$ cat config.mk
export PLATFORM = sky130hd
export DESIGN_NAME = interrupt_source_ctrl_flat
export DESIGN_NICKNAME = d
export VERILOG_FILES = /design/src/rtl/interrupt_source_ctrl_pkg.sv /design/src/rtl/interrupt_source_ctrl_if.sv /design/src/rtl/interrupt_source_ctrl_nmi_pulse_gen.sv /design/src/rtl/interrupt_source_ctrl.sv /design/src/flat_wrapper.sv
export SDC_FILE = /design/constraint.sdc
export NUM_CORES = 1
export LEC_CHECK = 0
export BUFFER_PORTS_ARGS = -buffer_cell sky130_fd_sc_hd__buf_2
export CORE_AREA = 4 4 71 60
export CTS_CLUSTER_SIZE = 10
export DETAILED_ROUTE_END_ITERATION = 8
export DIE_AREA = 0 0 75 64
export PLACE_DENSITY = 0.84
export RECOVER_POWER = 25
export SETUP_SLACK_MARGIN = 0.02
export SLEW_MARGIN = 20
export SYNTH_ARGS = -nofsm -noshare
export SYNTH_HDL_FRONTEND = slang
export SYNTH_SLANG_ARGS = --single-unit
$ cat constraint.sdc
create_clock -name phi1 -period 3.7 [get_ports phi1]
set_input_delay 0.37 -clock phi1 [delete_from_list [all_inputs] [get_ports phi1]]
set_output_delay 0.37 -clock phi1 [all_outputs]
set_load 0.01 [all_outputs]
$ cat src/rtl/interrupt_source_ctrl_pkg.sv
// Shared register offsets, NMIST bit positions and NMI pulse FSM encoding
// for the POKEY/ANTIC-style interrupt source block.
package interrupt_source_ctrl_pkg;

    localparam logic [1:0] IRQEN_A  = 2'd0;
    localparam logic [1:0] NMIEN_A  = 2'd1;
    localparam logic [1:0] NMIRES_A = 2'd2;

    localparam int unsigned NMI_DLI_b = 7;
    localparam int unsigned NMI_VBI_b = 6;
    localparam int unsigned NMI_RST_b = 5;

    // Bit positions of the NMI event lines on nmiSrc
    localparam int unsigned SRC_DLI = 0;
    localparam int unsigned SRC_VBI = 1;
    localparam int unsigned SRC_RST = 2;

    typedef enum logic [1:0] {
        IDLE  = 2'd0,
        PULSE = 2'd1,
        GAP   = 2'd2
    } nmi_state_t;

endpackage

$ cat src/rtl/interrupt_source_ctrl_if.sv
// CPU-side register bus of the interrupt source block.
interface interrupt_source_ctrl_if;
    logic       cs;
    logic [1:0] addr;
    logic       nRW;
    logic [7:0] dataIn;
    logic [7:0] dataOut;

    modport master (output cs, addr, nRW, dataIn, input dataOut);
    modport slave  (input cs, addr, nRW, dataIn, output dataOut);
endinterface

$ cat src/rtl/interrupt_source_ctrl_nmi_pulse_gen.sv
// NMI waveform generator: fixed-width low pulse, one high gap, one-slot
// queue so a trigger arriving mid-pulse produces a second pulse.
module nmi_pulse_gen
    import interrupt_source_ctrl_pkg::*;
#(
    parameter int unsigned NMI_PULSE = 2
) (
    input  logic phi1,
    input  logic rstAll,
    input  logic trigger,
    output logic NMI_L
);

    localparam int unsigned CNT_W = (NMI_PULSE > 1) ? $clog2(NMI_PULSE) : 1;
    localparam logic [CNT_W-1:0] CNT_LOAD = CNT_W'(NMI_PULSE - 1);

    nmi_state_t       state_q, state_d;
    logic [CNT_W-1:0] cnt_q, cnt_d;
    logic             queued_q, queued_d;
    logic             nmi_l_d;

    always_ff @(posedge phi1 or posedge rstAll) begin
        if (rstAll) begin
            state_q  <= IDLE;
            cnt_q    <= '0;
            queued_q <= 1'b0;
            NMI_L    <= 1'b1;
        end else begin
            state_q  <= state_d;
            cnt_q    <= cnt_d;
            queued_q <= queued_d;
            NMI_L    <= nmi_l_d;
        end
    end

    always_comb begin
        state_d  = state_q;
        cnt_d    = cnt_q;
        queued_d = queued_q;
        case (state_q)
            IDLE: begin
                if (trigger) begin
                    state_d = PULSE;
                    cnt_d   = CNT_LOAD;
                end
            end
            PULSE: begin
                queued_d = queued_q | trigger;
                if (cnt_q == '0) state_d = GAP;
                else             cnt_d   = cnt_q - CNT_W'(1);
            end
            GAP: begin
                // A trigger landing on the gap cycle itself is folded into the slot
                queued_d = 1'b0;
                if (queued_q || trigger) begin
                    state_d = PULSE;
                    cnt_d   = CNT_LOAD;
                end else begin
                    state_d = IDLE;
                end
            end
            default: state_d = IDLE;
        endcase
    end

    always_comb begin
        nmi_l_d = (state_d != PULSE);
    end

endmodule

$ cat src/rtl/interrupt_source_ctrl.sv
// IRQEN/IRQST and NMIEN/NMIST/NMIRES register block driving the 6502
// IRQ_L level and NMI_L pulse from custom-chip event lines.
module interrupt_source_ctrl
    import interrupt_source_ctrl_pkg::*;
#(
    parameter int unsigned NMI_PULSE = 2
) (
    input  logic                           phi1,
    input  logic                           rstAll,
    interrupt_source_ctrl_if.slave         bus,
    input  logic [7:0]                     irqSrc,
    input  logic [2:0]                     nmiSrc,
    output logic                           IRQ_L,
    output logic                           NMI_L
);

    logic [7:0] irq_prev_q, irq_ev;
    logic [2:0] nmi_prev_q, nmi_ev;
    logic [7:0] irqen_q, irqen_d, irqst_q, irqst_d;
    logic [7:0] nmist_q, nmist_d, nmi_set;
    logic       dli_en_q, dli_en_d, vbi_en_q, vbi_en_d;
    logic       wr, wr_irqen, wr_nmien, wr_nmires;
    logic       trigger;
    logic [7:0] rd_data;

    assign wr        = bus.cs & ~bus.nRW;
    assign wr_irqen  = wr & (bus.addr == IRQEN_A);
    assign wr_nmien  = wr & (bus.addr == NMIEN_A);
    assign wr_nmires = wr & (bus.addr == NMIRES_A);

    assign irq_ev = irqSrc & ~irq_prev_q;
    assign nmi_ev = nmiSrc & ~nmi_prev_q;

    // Events are qualified by the enables as they stood before any same-cycle write
    always_comb begin
        irqen_d = wr_irqen ? bus.dataIn : irqen_q;
        irqst_d = wr_irqen ? (irqst_q | ~bus.dataIn) : irqst_q;
        irqst_d = irqst_d & ~(irq_ev & irqen_q);

        dli_en_d = wr_nmien ? bus.dataIn[NMI_DLI_b] : dli_en_q;
        vbi_en_d = wr_nmien ? bus.dataIn[NMI_VBI_b] : vbi_en_q;

        nmi_set            = 8'h00;
        nmi_set[NMI_DLI_b] = nmi_ev[SRC_DLI] & dli_en_q;
        nmi_set[NMI_VBI_b] = nmi_ev[SRC_VBI] & vbi_en_q;
        nmi_set[NMI_RST_b] = nmi_ev[SRC_RST];
        nmist_d = wr_nmires ? nmi_set : (nmist_q | nmi_set);
    end

    assign trigger = |nmi_set;

    always_ff @(posedge phi1 or posedge rstAll) begin
        if (rstAll) begin
            irq_prev_q <= 8'h00;
            nmi_prev_q <= 3'b000;
            irqen_q    <= 8'h00;
            irqst_q    <= 8'hFF;
            dli_en_q   <= 1'b0;
            vbi_en_q   <= 1'b0;
            nmist_q    <= 8'h00;
            IRQ_L      <= 1'b1;
        end else begin
            irq_prev_q <= irqSrc;
            nmi_prev_q <= nmiSrc;
            irqen_q    <= irqen_d;
            irqst_q    <= irqst_d;
            dli_en_q   <= dli_en_d;
            vbi_en_q   <= vbi_en_d;
            nmist_q    <= nmist_d;
            IRQ_L      <= ~|(~irqst_d & irqen_d);
        end
    end

    always_comb begin
        rd_data = 8'h00;
        if (bus.cs && bus.nRW) begin
            case (bus.addr)
                IRQEN_A: rd_data = irqst_q;
                NMIEN_A: rd_data = nmist_q;
                default: rd_data = 8'h00;
            endcase
        end
    end

    assign bus.dataOut = rd_data;

    nmi_pulse_gen #(.NMI_PULSE(NMI_PULSE)) u_nmi_pulse_gen (
        .phi1    (phi1),
        .rstAll  (rstAll),
        .trigger (trigger),
        .NMI_L   (NMI_L)
    );

endmodule

$ cat src/flat_wrapper.sv
// flat-port wrapper written by rule: the top's interface ports become plain ports
module interrupt_source_ctrl_flat import interrupt_source_ctrl_pkg::*;
#(
    parameter int unsigned NMI_PULSE = 2
)
  (phi1, rstAll, irqSrc, nmiSrc, IRQ_L, NMI_L, bus_cs, bus_addr, bus_nRW, bus_dataIn, bus_dataOut);
  interrupt_source_ctrl_if bus_i ();
  input  logic phi1;
  input  logic rstAll;
  input  logic [7:0] irqSrc;
  input  logic [2:0] nmiSrc;
  output logic IRQ_L;
  output logic NMI_L;
  input wire logic [$bits(bus_i.cs)-1:0] bus_cs;
  input wire logic [$bits(bus_i.addr)-1:0] bus_addr;
  input wire logic [$bits(bus_i.nRW)-1:0] bus_nRW;
  input wire logic [$bits(bus_i.dataIn)-1:0] bus_dataIn;
  output wire logic [$bits(bus_i.dataOut)-1:0] bus_dataOut;
  assign bus_i.cs = bus_cs;
  assign bus_i.addr = bus_addr;
  assign bus_i.nRW = bus_nRW;
  assign bus_i.dataIn = bus_dataIn;
  assign bus_dataOut = bus_i.dataOut;
  interrupt_source_ctrl #(.NMI_PULSE(NMI_PULSE)) u_core (.phi1(phi1), .rstAll(rstAll), .bus(bus_i), .irqSrc(irqSrc), .nmiSrc(nmiSrc), .IRQ_L(IRQ_L), .NMI_L(NMI_L));
endmodule
==> results.py, run 1 <==
metrics = {
    "cts": {
        "htreeDepth": 2,
        "clkTransAtPathRegs_ns": 0.07,
        "post_cts_buffers": 0,
        "cts_root_buf": "clkbuf_8",
        "postCtsHoldBufs": 0,
        "cts_made_buffers": 5,
        "clock_latency_ns": 0.29,
        "cts_sinks": 38,
        "clockBufferDepth": 2,
        "cts_tree": "yes",
        "ctsResizeCount": 0,
    },
    "global_routing": {
        "grt_max_degree": 39,
        "grt_util_all_layers_pct": 15.97,
        "grt_pass1_vias": 1281,
        "antenna_found_initial": 0,
        "grt_first_pass_wirelength_mm": 5.644,
        "grt_remaining_overflow": 0,
    },
    "yosys": {
        "yosysTopAreaCellShare_pct": 40.67,
        "syn_inst": 158,
        "synth_top_area_cell": "dfrtp_1",
        "synth-compound-area-share_pct": 11.55,
        "ys_ff_latch": 38,
        "synth-edff-count": 0,
        "ys_types": 35,
        "postSynth.asyncResetShare_pct": 100.0,
        "synthesis.nets": 187,
        "synth_warnings": 0,
        "synth_xor_xnor_area_share_pct": 0,
        "synth_area_leaders": "dfrtp_1 41%, dfstp_2 15%, nand2_1 4.6%",
        "synthFlopType": "dfrtp_1",
        "netlist_area_sq_um": 1723,
        "synthAdderAreaFrac_pct": 2.905,
        "synth_top_family_by_area": "simple AND/OR/NAND/NOR gates",
        "synthSimpleGateAreaFrac_pct": 19.03,
        "avgSynthCellArea_sq_um": 10.90,
        "muxShareOfSynthArea_pct": 5.955,
        "yosysSeqAreaShare_pct": 55.92,
    },
    "detailed_routing": {
        "vias_per_cell": 5.187,
        "vias": 1250,
        "drt-initial-drc-count": 45,
        "ant_nets": 0,
        "routedWlPerCell_microns": 14.31,
        "wirelength_mm": 3.448,
        "first_pass_iters": 4,
        "drcViolationCount": 0,
    },
    "worst_setup_path": {
        "critPathCaptureType": "async pin",
        "slowest_delay_ns": 1.37,
        "reg2regPathDepth": 6,
        "crit_chain": "buf_2 > inv_1 > clkbuf_1",
        "path_class": "in2async",
        "critPathMaxFanout": 38,
        "slowest_stage": "clkbuf_1",
        "cp.required_ns": 3.72,
        "startpoint_type": "input port",
        "crit_arrival_ns": 1.89,
    },
    "min_path": {
        "hold_class": "in2reg",
        "whs_path_depth": 1,
    },
    "timing": {
        "fmax_ghz": 0.5368,
        "tightestPinTransition_ns": 1.923,
        "fin_crit_sh_pct": 50.35,
        "period_minus_slack_ns": 1.863,
        "hold_ws_ns": 0.1988,
        "rsz0062_at_grt": "no",
        "setup_violations": 0,
        "fin_skew_ns": 0.005006,
        "relSlewSlack_pct": -28.19,
        "setup-tns-final_ns": 0,
        "slew_violations": 39,
        "hold_violations": 0,
    },
    "die": {
        "die_area_sq_um": 4800,
        "initial_utilization_pct": 47.48,
        "die_width_microns": 75,
        "ios": 35,
        "row_count": 20,
        "core-area_sq_um": 3628,
        "die_h_microns": 64,
    },
    "flow_run": {
        "cap_violations": 1,
    },
    "final_layout": {
        "diodes": 0,
        "drive_gt1_share_pct": 26.90,
        "area_growth_pct": 20.19,
        "nFillCells": 320,
        "layout_common_cells": "28 x buf_2, 28 x dfrtp_1, 21 x nand2_1",
        "nets": 225,
    },
    "power": {
        "p_per_area_nw_per_um2": 616.1,
        "leakagePower_nw": 1.010,
        "peakVddDrop_v": 0.0002666,
    },
    "place": {
        "detailed_place_hpwl_mm": 2.577,
        "io_buffers": 34,
        "gp_congestion": 0.8670,
    },
    "status": {
        "violations": "capacitance limit, slew limit",
        "status": "finished with violations",
    },
}
-- per-stage QoR --
stage	power (mW)	worst slack (ns)	cell area, sq um	util [%]	cells
floorplan	0.7703	1.792	1723	-	158
global placement	0.8403	1.511	1931	53.21	233
detailed placement	0.8532	1.403	1931	53.21	233
CTS	1.284	1.722	2073	57.14	241
global route	1.354	1.325	2071	57.07	241
finish	1.276	1.837	2071	57.07	241
-- state kept, by name, summed over array words and instances (netlist names) --
signal,cells
u_core.irq_prev_q,8
u_core.irqen_q,8
u_core.irqst_q,8
u_core.nmi_prev_q,3
u_core.nmist_q,3
u_core.u_nmi_pulse_gen.state_q,2
u_core.IRQ_L,1
u_core.dli_en_q,1
u_core.u_nmi_pulse_gen.NMI_L,1
u_core.u_nmi_pulse_gen.cnt_q,1
u_core.u_nmi_pulse_gen.queued_q,1
u_core.vbi_en_q,1
-- per-layer routing --
metal | wire length, microns | GRT usage [%] | share of wire (%)
met3 | 236 | 7.390 | 6.8
met5 | 0 | 0 | 0
met4 | 63 | 5.333 | 1.8
met2 | 1520 | 23.59 | 44
met1 | 1628 | 20.55 | 47
-- cells in the mapped netlist, types with 3 or more instances --
cell,number
dfrtp_1,28
a21oi_1,10
mux2i_1,5
ha_1,4
and2_1,3
nor2_1,12
nand2_1,21
nand2b_1,5
nand3b_1,8
a31oi_1,3
inv_1,13
dfstp_2,10
nor3_1,4
-- path summary, 6_finish.rpt --
kind / start / to / slack, ns
worst min-delay path: irqSrc[5] / u_core.irq_prev_q[5]$_DFF_PP0_ / 0.20
worst min register to register: u_core.irqen_q[2]$_DFF_PP0_ / u_core.irqst_q[2]$_DFF_PP1_ / 0.45
min in group asynchronous: rstAll / u_core.irq_prev_q[3]$_DFF_PP0_ / 0.76
worst max register to register: u_core.u_nmi_pulse_gen.state_q[0]$_DFF_PP0_ / u_core.u_nmi_pulse_gen.NMI_L$_DFF_PP1_ / 2.21
worst max-delay path: rstAll / u_core.irqen_q[0]$_DFF_PP0_ / 1.84
max in group phi1: bus_addr[0] / u_core.IRQ_L$_DFF_PP1_ / 1.94
-- report_power, final --
group | switching (mW) | total [mW] | internal (mW)
Sequential | 0.0533 | 0.564 | 0.511
Combinational | 0.154 | 0.285 | 0.131
Clock | 0.140 | 0.427 | 0.287
Total | 0.347 | 1.28 | 0.929
-- cells by family after synthesis --
logic type                 count (synthesis)
and+or+nand+nor                           61
muxes                                      9
adders and majority gates                  4
buffers and inverters                     17
DFF                                       38
AOI/OAI and AO/OA                         29
-- critical path: cells and delay by family --
kind     cells  cell delay, ns
buf+inv      3            1.50
-- cell type report --
| cell class | instances | area [sq um] | area share (%) |
|---|---|---|---|
| Sequential cell | 38 | 963.4 | 46.53 |
| Clock buffer | 6 | 82.58 | 3.988 |
| Multi-Input combinational cell | 103 | 694.4 | 33.53 |
| Timing Repair Buffer | 35 | 166.4 | 8.036 |
| Clock inverter | 2 | 60.06 | 2.900 |
| Inverter | 13 | 48.80 | 2.356 |
| Tap cell | 44 | 55.05 | 2.659 |
No activity file was read; power rests on OpenSTA's default activity.
==> inputs of run 2 (changes only) <==
Settings changed: ABC_AREA set to 1, CORE_AREA 4 4 71 60 to 4 4 73 61, DIE_AREA 0 0 75 64 to 0 0 77 65, PLACE_DENSITY 0.84 to 0.83.
Clock period 3.7 ns to 1.94 ns, I/O delays scaled along.
==> results.py, run 2 <==
metrics = {
    "status": {
        "status": "complete, no violations",
    },
    "global_routing": {
        "top_usage_layer": "met2",
        "grt_pass1_vias": 1374,
        "grt_remaining_overflow": 0,
        "grt_util_all_layers_pct": 15.71,
        "grt_max_degree": 39,
        "met1_usage_pct": 20.35,
        "antenna_found_initial": 0,
        "grt.met3_usage_pct": 4.722,
        "met2_usage_pct": 25.22,
        "grt_first_pass_wirelength_mm": 6.175,
    },
    "yosys": {
        "synth_top_family_by_area": "simple AND/OR/NAND/NOR gates",
        "ys_types": 22,
        "synth_warnings": 0,
        "synthFlopType": "dfrtp_1",
        "synth_top_area_cell": "dfrtp_1",
        "synth_area_leaders": "dfrtp_1 39%, dfstp_2 15%, nand2_1 11%",
        "synth-compound-area-share_pct": 6.806,
        "yosysSeqAreaShare_pct": 53.47,
        "synth_common_cells": "53 x nand2_1, 41 x inv_1, 28 x dfrtp_1, 16 x nand3_1, 10 x dfstp_2",
        "synth-edff-count": 0,
        "ys_ff_latch": 38,
        "postSynth.asyncResetShare_pct": 100.0,
        "yosysTopAreaCellShare_pct": 38.89,
        "synthAdderAreaFrac_pct": 2.778,
        "synthesis.nets": 235,
        "netlist_area_sq_um": 1802,
        "syn_inst": 206,
        "synthSimpleGateAreaFrac_pct": 26.04,
        "synth_xor_xnor_area_share_pct": 0,
        "avgSynthCellArea_sq_um": 8.746,
        "synth.most_common_cell": "nand2_1",
        "muxShareOfSynthArea_pct": 0,
    },
    "flow_run": {
        "cap_violations": 0,
    },
    "power": {
        "p_clk_share_pct": 24.4,
        "p_sw_mw": 0.7336,
        "sw_frac_of_total_pct": 32.40,
        "leakagePower_nw": 1.129,
        "peakVddDrop_v": 0.0005868,
        "p_per_area_nw_per_um2": 1090,
        "combPwrFrac_pct": 26.9,
        "power.internal_mw": 1.531,
        "p_total_mw": 2.265,
        "seqPwrFrac_pct": 48.7,
    },
    "worst_setup_path": {
        "regToRegEndpoint": "u_core.u_nmi_pulse_gen.NMI_L$_DFF_PP1_",
        "cp.required_ns": 1.75,
        "startpoint_type": "flop",
        "crit_end": "bus_dataOut[5]",
        "path_class": "reg2out",
        "slowest_delay_ns": 0.53,
        "critPathCaptureType": "output port",
        "crit_chain": "nand2_1 > a21oi_1 > buf_2",
        "r2r_setup_slack_ns": 0.73,
        "reg2regPathDepth": 7,
        "crit_arrival_ns": 1.21,
        "critPathMaxFanout": 2,
        "slowest_stage": "dfstp_2",
        "rr_startpoint": "u_core.u_nmi_pulse_gen.state_q[1]$_DFF_PP0_",
        "setup.worst_path.start": "u_core.irqst_q[5]$_DFF_PP1_",
    },
    "final_layout": {
        "largestRegisters": "u_core.irq_prev_q x8, u_core.irqen_q x8, u_core.irqst_q x8",
        "final_cells": 290,
        "seqCellArea_sq_um": 963.4,
        "diodes": 0,
        "fin_area_sq_um": 2077,
        "drive_gt1_share_pct": 24.80,
        "layout_commonest_cell": "nand2_1",
        "multiInputGateArea_sq_um": 641.9,
        "layout_common_cells": "53 x nand2_1, 41 x inv_1, 28 x dfrtp_1",
        "final_util_pct": 55.70,
        "nFillCells": 345,
        "area_growth_pct": 15.28,
        "nets": 274,
    },
    "place": {
        "place_area_sq_um": 1999,
        "gp_congestion": 0.8145,
        "dp.cells": 282,
        "detailed_place_hpwl_mm": 2.544,
        "io_buffers": 34,
    },
    "timing": {
        "fin_skew_ns": 0.006608,
        "slew_violations": 0,
        "fin_crit_sh_pct": 72.45,
        "tightestPinTransition_ns": 0.9070,
        "relSlewSlack_pct": 39.53,
        "setup_violations": 0,
        "period_minus_slack_ns": 1.406,
        "rsz0062_at_grt": "no",
        "fmax_ghz": 0.7115,
        "setup-tns-final_ns": 0,
        "hold_violations": 0,
    },
    "detailed_routing": {
        "wirelength_mm": 3.486,
        "drcViolationCount": 0,
        "routedWlPerCell_microns": 12.02,
        "vias_per_cell": 4.821,
        "first_pass_iters": 4,
        "ant_nets": 0,
        "vias": 1398,
        "drt-initial-drc-count": 78,
    },
    "cts": {
        "cts_sinks": 38,
        "cts_made_buffers": 5,
        "clock_latency_ns": 0.29,
        "cts_tree": "yes",
        "clockBufferDepth": 2,
        "cts_root_buf": "clkbuf_8",
        "clkTransAtPathRegs_ns": 0.07,
        "htreeDepth": 2,
        "ctsResizeCount": 0,
        "postCtsHoldBufs": 0,
        "post_cts_buffers": 0,
    },
    "die": {
        "row_count": 20,
        "die_width_microns": 77,
        "initial_utilization_pct": 48.32,
        "die_h_microns": 65,
        "core-area_sq_um": 3729,
        "die_area_sq_um": 5005,
        "ios": 35,
    },
    "min_path": {
        "hold_class": "in2reg",
    },
}
run 2: cell count changes after synthesis, moves of 5 or more:
| cell | change |
|---|---|
| nand2_1 | +32 |
| nand3_1 | +15 |
| inv_1 | +28 |
| o21ai_0 | +8 |
| nand2b_1 | -5 |
| a21oi_1 | -7 |
| o21ai_2 | +6 |
| nand2_2 | +8 |
| mux2i_1 | -5 |
| nor2_1 | -6 |
run 2: kinds of logic (layout without fill, tap and decap cells):
logic type,count (synthesis),in the layout
AND/OR/NAND/NOR,99,99
buffers and inverters,46,86
flip-flops,38,38
adder cells (fa/ha/maj),4,4
AO/OA/AOI/OAI,19,19
run 2: cell type report:
class / instances / share of cell area [%]
Inverter: 43 / 7.771
Tap cell: 44 / 2.651
Sequential cell: 38 / 46.39
Clock buffer: 7 / 4.157
Timing Repair Buffer: 35 / 7.892
Multi-Input combinational cell: 122 / 30.90
Clock inverter: 1 / 0.2410
run 2: power groups by stage:
stage	logic [mW]	clock network (mW)	registers (mW)
2_1_floorplan	0.459	0	1.10
3_3_place_gp	0.583	0	1.11
3_5_place_dp	0.615	0	1.11
4_1_cts	0.621	0.564	1.10
5_1_grt	0.720	0.603	1.12
6_report	0.610	0.552	1.10
run 2: critical path: cells and delay by family, from the launching register on:
family / cells / cell delay [ns]
compound gates: 1 / 0.18
buf+inv: 1 / 0.16
simple gates: 1 / 0.05
flops: 1 / 0.53
run 2: worst min path at each step:
stage / startpoint / end / slack, ns / depth (start not counted)
2_1_floorplan: irqSrc[0] / u_core.irq_prev_q[0]$_DFF_PP0_ / 0.23 / 0
3_3_place_gp: irqSrc[6] / u_core.irq_prev_q[6]$_DFF_PP0_ / 0.31 / 1
3_5_place_dp: irqSrc[5] / u_core.irq_prev_q[5]$_DFF_PP0_ / 0.32 / 1
4_1_cts: irqSrc[6] / u_core.irq_prev_q[6]$_DFF_PP0_ / 0.01 / 1
5_1_grt: nmiSrc[2] / u_core.nmi_prev_q[2]$_DFF_PP0_ / 0.02 / 1
6_report: irqSrc[5] / u_core.irq_prev_q[5]$_DFF_PP0_ / 0.03 / 1
run 2: routing by layer:
| metal | up-vias | share of wire [%] |
|---|---|---|
| met5 | - | 0 |
| met4 | 0 | 1.1 |
| met3 | 6 | 6.5 |
| met2 | 44 | 46 |
| met1 | 640 | 46 |
| li1 | 708 | - |
run 2: per-stage QoR:
stage	hold slack (ns)	setup WS (ns)
after floorplan	0.2254	0.8538
final	0.02521	0.5344
after global placement	0.3147	0.5833
after CTS	0.01454	0.5419
after global routing	0.01893	0.4653
after detailed placement	0.3201	0.5361
==> inputs of run 3 (changes only) <==
Settings changed: ABC_AREA 1 to 0, CORE_AREA 4 4 73 61 to 4 4 71 60, DIE_AREA 0 0 77 65 to 0 0 75 64, PLACE_DENSITY 0.83 to 0.84.
Clock period 1.94 ns to 1.4 ns, I/O delays scaled along.
==> results.py, run 3 (synthesized netlist as in run 1, its figures left out) <==
metrics = {
    "worst_setup_path": {
        "r2r_setup_slack_ns": -0.06,
        "crit_family": "flip-flops",
        "slowest_stage": "dfrtp_2",
        "critPathCaptureType": "flop",
        "rr_startpoint": "u_core.u_nmi_pulse_gen.state_q[0]$_DFF_PP0_",
        "cp.required_ns": 1.64,
        "crit_path_frequent_cell": "buf_4",
        "slowest_delay_ns": 0.47,
        "reg2regPathDepth": 7,
        "regToRegEndpoint": "u_core.u_nmi_pulse_gen.NMI_L$_DFF_PP1_",
        "crit_arrival_ns": 1.70,
        "crit_chain": "inv_4 > buf_4 > buf_4 > buf_4 > nor3_1 > a221o_1 > nand2b_1",
        "critPathMaxFanout": 4,
        "path_class": "reg2reg",
        "startpoint_type": "flop",
        "path_buf_inv": 4,
    },
    "timing": {
        "period_minus_slack_ns": 1.461,
        "layout_setup_ws_ns": -0.06075,
        "hold_violations": 0,
        "slew_violations": 0,
        "rsz0062_at_grt": "yes",
        "fin_crit_sh_pct": 104.3,
        "fmax_ghz": 0.6846,
        "tightestPinTransition_ns": 0.8333,
        "relSlewSlack_pct": 44.44,
        "setup-tns-final_ns": -0.07769,
        "setup_violations": 2,
        "hold_ws_ns": 0.07208,
        "fin_skew_ns": 0.005841,
    },
    "cts": {
        "clock_latency_ns": 0.30,
        "htreeDepth": 2,
        "cts_tree": "yes",
        "cts_root_buf": "clkbuf_8",
        "clkTransAtPathRegs_ns": 0.08,
        "clockBufferDepth": 2,
        "cts_made_buffers": 5,
        "cts_sinks": 38,
    },
    "power": {
        "leakagePower_nw": 1.175,
        "peakVddDrop_v": 0.0008515,
        "p_per_area_nw_per_um2": 1580,
    },
    "status": {
        "violations": "setup timing",
        "status": "finished with violations",
    },
    "final_layout": {
        "layout_commonest_cell": "buf_2",
        "largestRegisters": "u_core.irq_prev_q x8, u_core.irqen_q x8, u_core.irqst_q x8",
        "fin_area_sq_um": 2451,
        "final_cells": 277,
        "drive_gt1_share_pct": 39.48,
        "diodes": 0,
        "layout_common_cells": "27 x buf_2, 26 x dfrtp_1, 24 x buf_4",
        "area_growth_pct": 42.27,
        "final_util_pct": 67.55,
        "nets": 261,
    },
    "global_routing": {
        "grt_first_pass_wirelength_mm": 6.996,
        "grt_remaining_overflow": 0,
        "grt_max_degree": 39,
        "grt_pass1_vias": 1552,
        "antenna_found_initial": 0,
        "grt_util_all_layers_pct": 19.45,
    },
    "min_path": {
        "hold_path_startpoint": "bus_dataIn[2]",
        "holdPathEnd": "u_core.irqen_q[2]$_DFF_PP0_",
        "whs_path_depth": 3,
        "hold_class": "in2reg",
    },
    "die": {
        "die_area_sq_um": 4800,
        "row_count": 20,
        "initial_utilization_pct": 47.48,
        "core-area_sq_um": 3628,
        "ios": 35,
        "die_h_microns": 64,
        "die_width_microns": 75,
    },
    "place": {
        "io_buffers": 34,
        "detailed_place_hpwl_mm": 2.801,
        "place_area_sq_um": 2073,
        "dp.cells": 252,
        "gp_congestion": 0.7833,
    },
    "detailed_routing": {
        "wirelength_mm": 4.120,
        "vias": 1418,
        "drcViolationCount": 0,
        "drt-initial-drc-count": 81,
        "ant_nets": 0,
        "vias_per_cell": 5.119,
        "first_pass_iters": 4,
        "routedWlPerCell_microns": 14.87,
    },
    "flow_run": {
        "cap_violations": 0,
    },
}
[run 3: changes by cell type in the layout (fill, tap and decap cells not counted), moves of 6 or more]
cell / previous run / this run
o21ai_0: 8 / 0
dlygate4sd3_1: 0 / 12
nand2_2: 8 / 0
inv_1: 41 / 11
a21oi_1: 3 / 9
nand3_1: 16 / 1
nand2_1: 53 / 21
buf_4: 0 / 24
o21ai_2: 6 / 0
[run 3: worst max path at each step]
stage	start	endpoint	slack, ns	depth (start not counted)
after floorplan	bus_addr[0]	u_core.IRQ_L$_DFF_PP1_	-0.19	6
after global placement	bus_addr[1]	u_core.IRQ_L$_DFF_PP1_	-0.20	5
after detailed placement	bus_addr[1]	u_core.IRQ_L$_DFF_PP1_	-0.25	6
after CTS	u_core.u_nmi_pulse_gen.state_q[0]$_DFF_PP0_	u_core.u_nmi_pulse_gen.NMI_L$_DFF_PP1_	0.004	6
after global routing	u_core.u_nmi_pulse_gen.state_q[0]$_DFF_PP0_	u_core.u_nmi_pulse_gen.NMI_L$_DFF_PP1_	-0.08	6
final	u_core.u_nmi_pulse_gen.state_q[0]$_DFF_PP0_	u_core.u_nmi_pulse_gen.NMI_L$_DFF_PP1_	-0.06	7
[run 3: area by class of cell]
| cell class | instances | area, sq um |
|---|---|---|
| inverter | 13 | 51.30 |
| multi-input combinational | 103 | 769.5 |
| sequential | 38 | 965.9 |
| clock buffer | 6 | 82.58 |
| clock inverter | 2 | 60.06 |
| tap | 44 | 55.05 |
| timing repair buffer | 71 | 466.7 |
| fill | 265 | 1177 |
[run 3: tightest hold or removal path: stages]
cell     delay (ns)
buf_2          0.11
nand2_1        0.05
nand2_1        0.04
[run 3: power breakdown]
group / internal, mW / switching (mW)
clock network: 0.760 / 0.395
registers: 1.35 / 0.179
logic: 0.624 / 0.562
total: 2.74 / 1.14
[run 3: per-stage QoR]
stage | setup slack, ns | power (mW)
floorplan | -0.1947 | 2.038
global placement | -0.1961 | 2.292
detailed placement | -0.2520 | 2.340
CTS | 0.003675 | 3.776
global route | -0.07830 | 4.080
finish | -0.06075 | 3.873
[run 3: metal layers]
metal	global-route usage, %	wire length [microns]
met1	24.60	1892
met2	30.87	1924
met3	5.189	217
met4	8.444	86
met5	0	0
[run 3: what timing repair did]
action	CTS	global route
endpoints found under the hold margin	39	0
pin swaps	3	6
resized for setup	17	4
setup endpoints to repair	4	7
hold buffers	12	0
buffers inserted	6	0
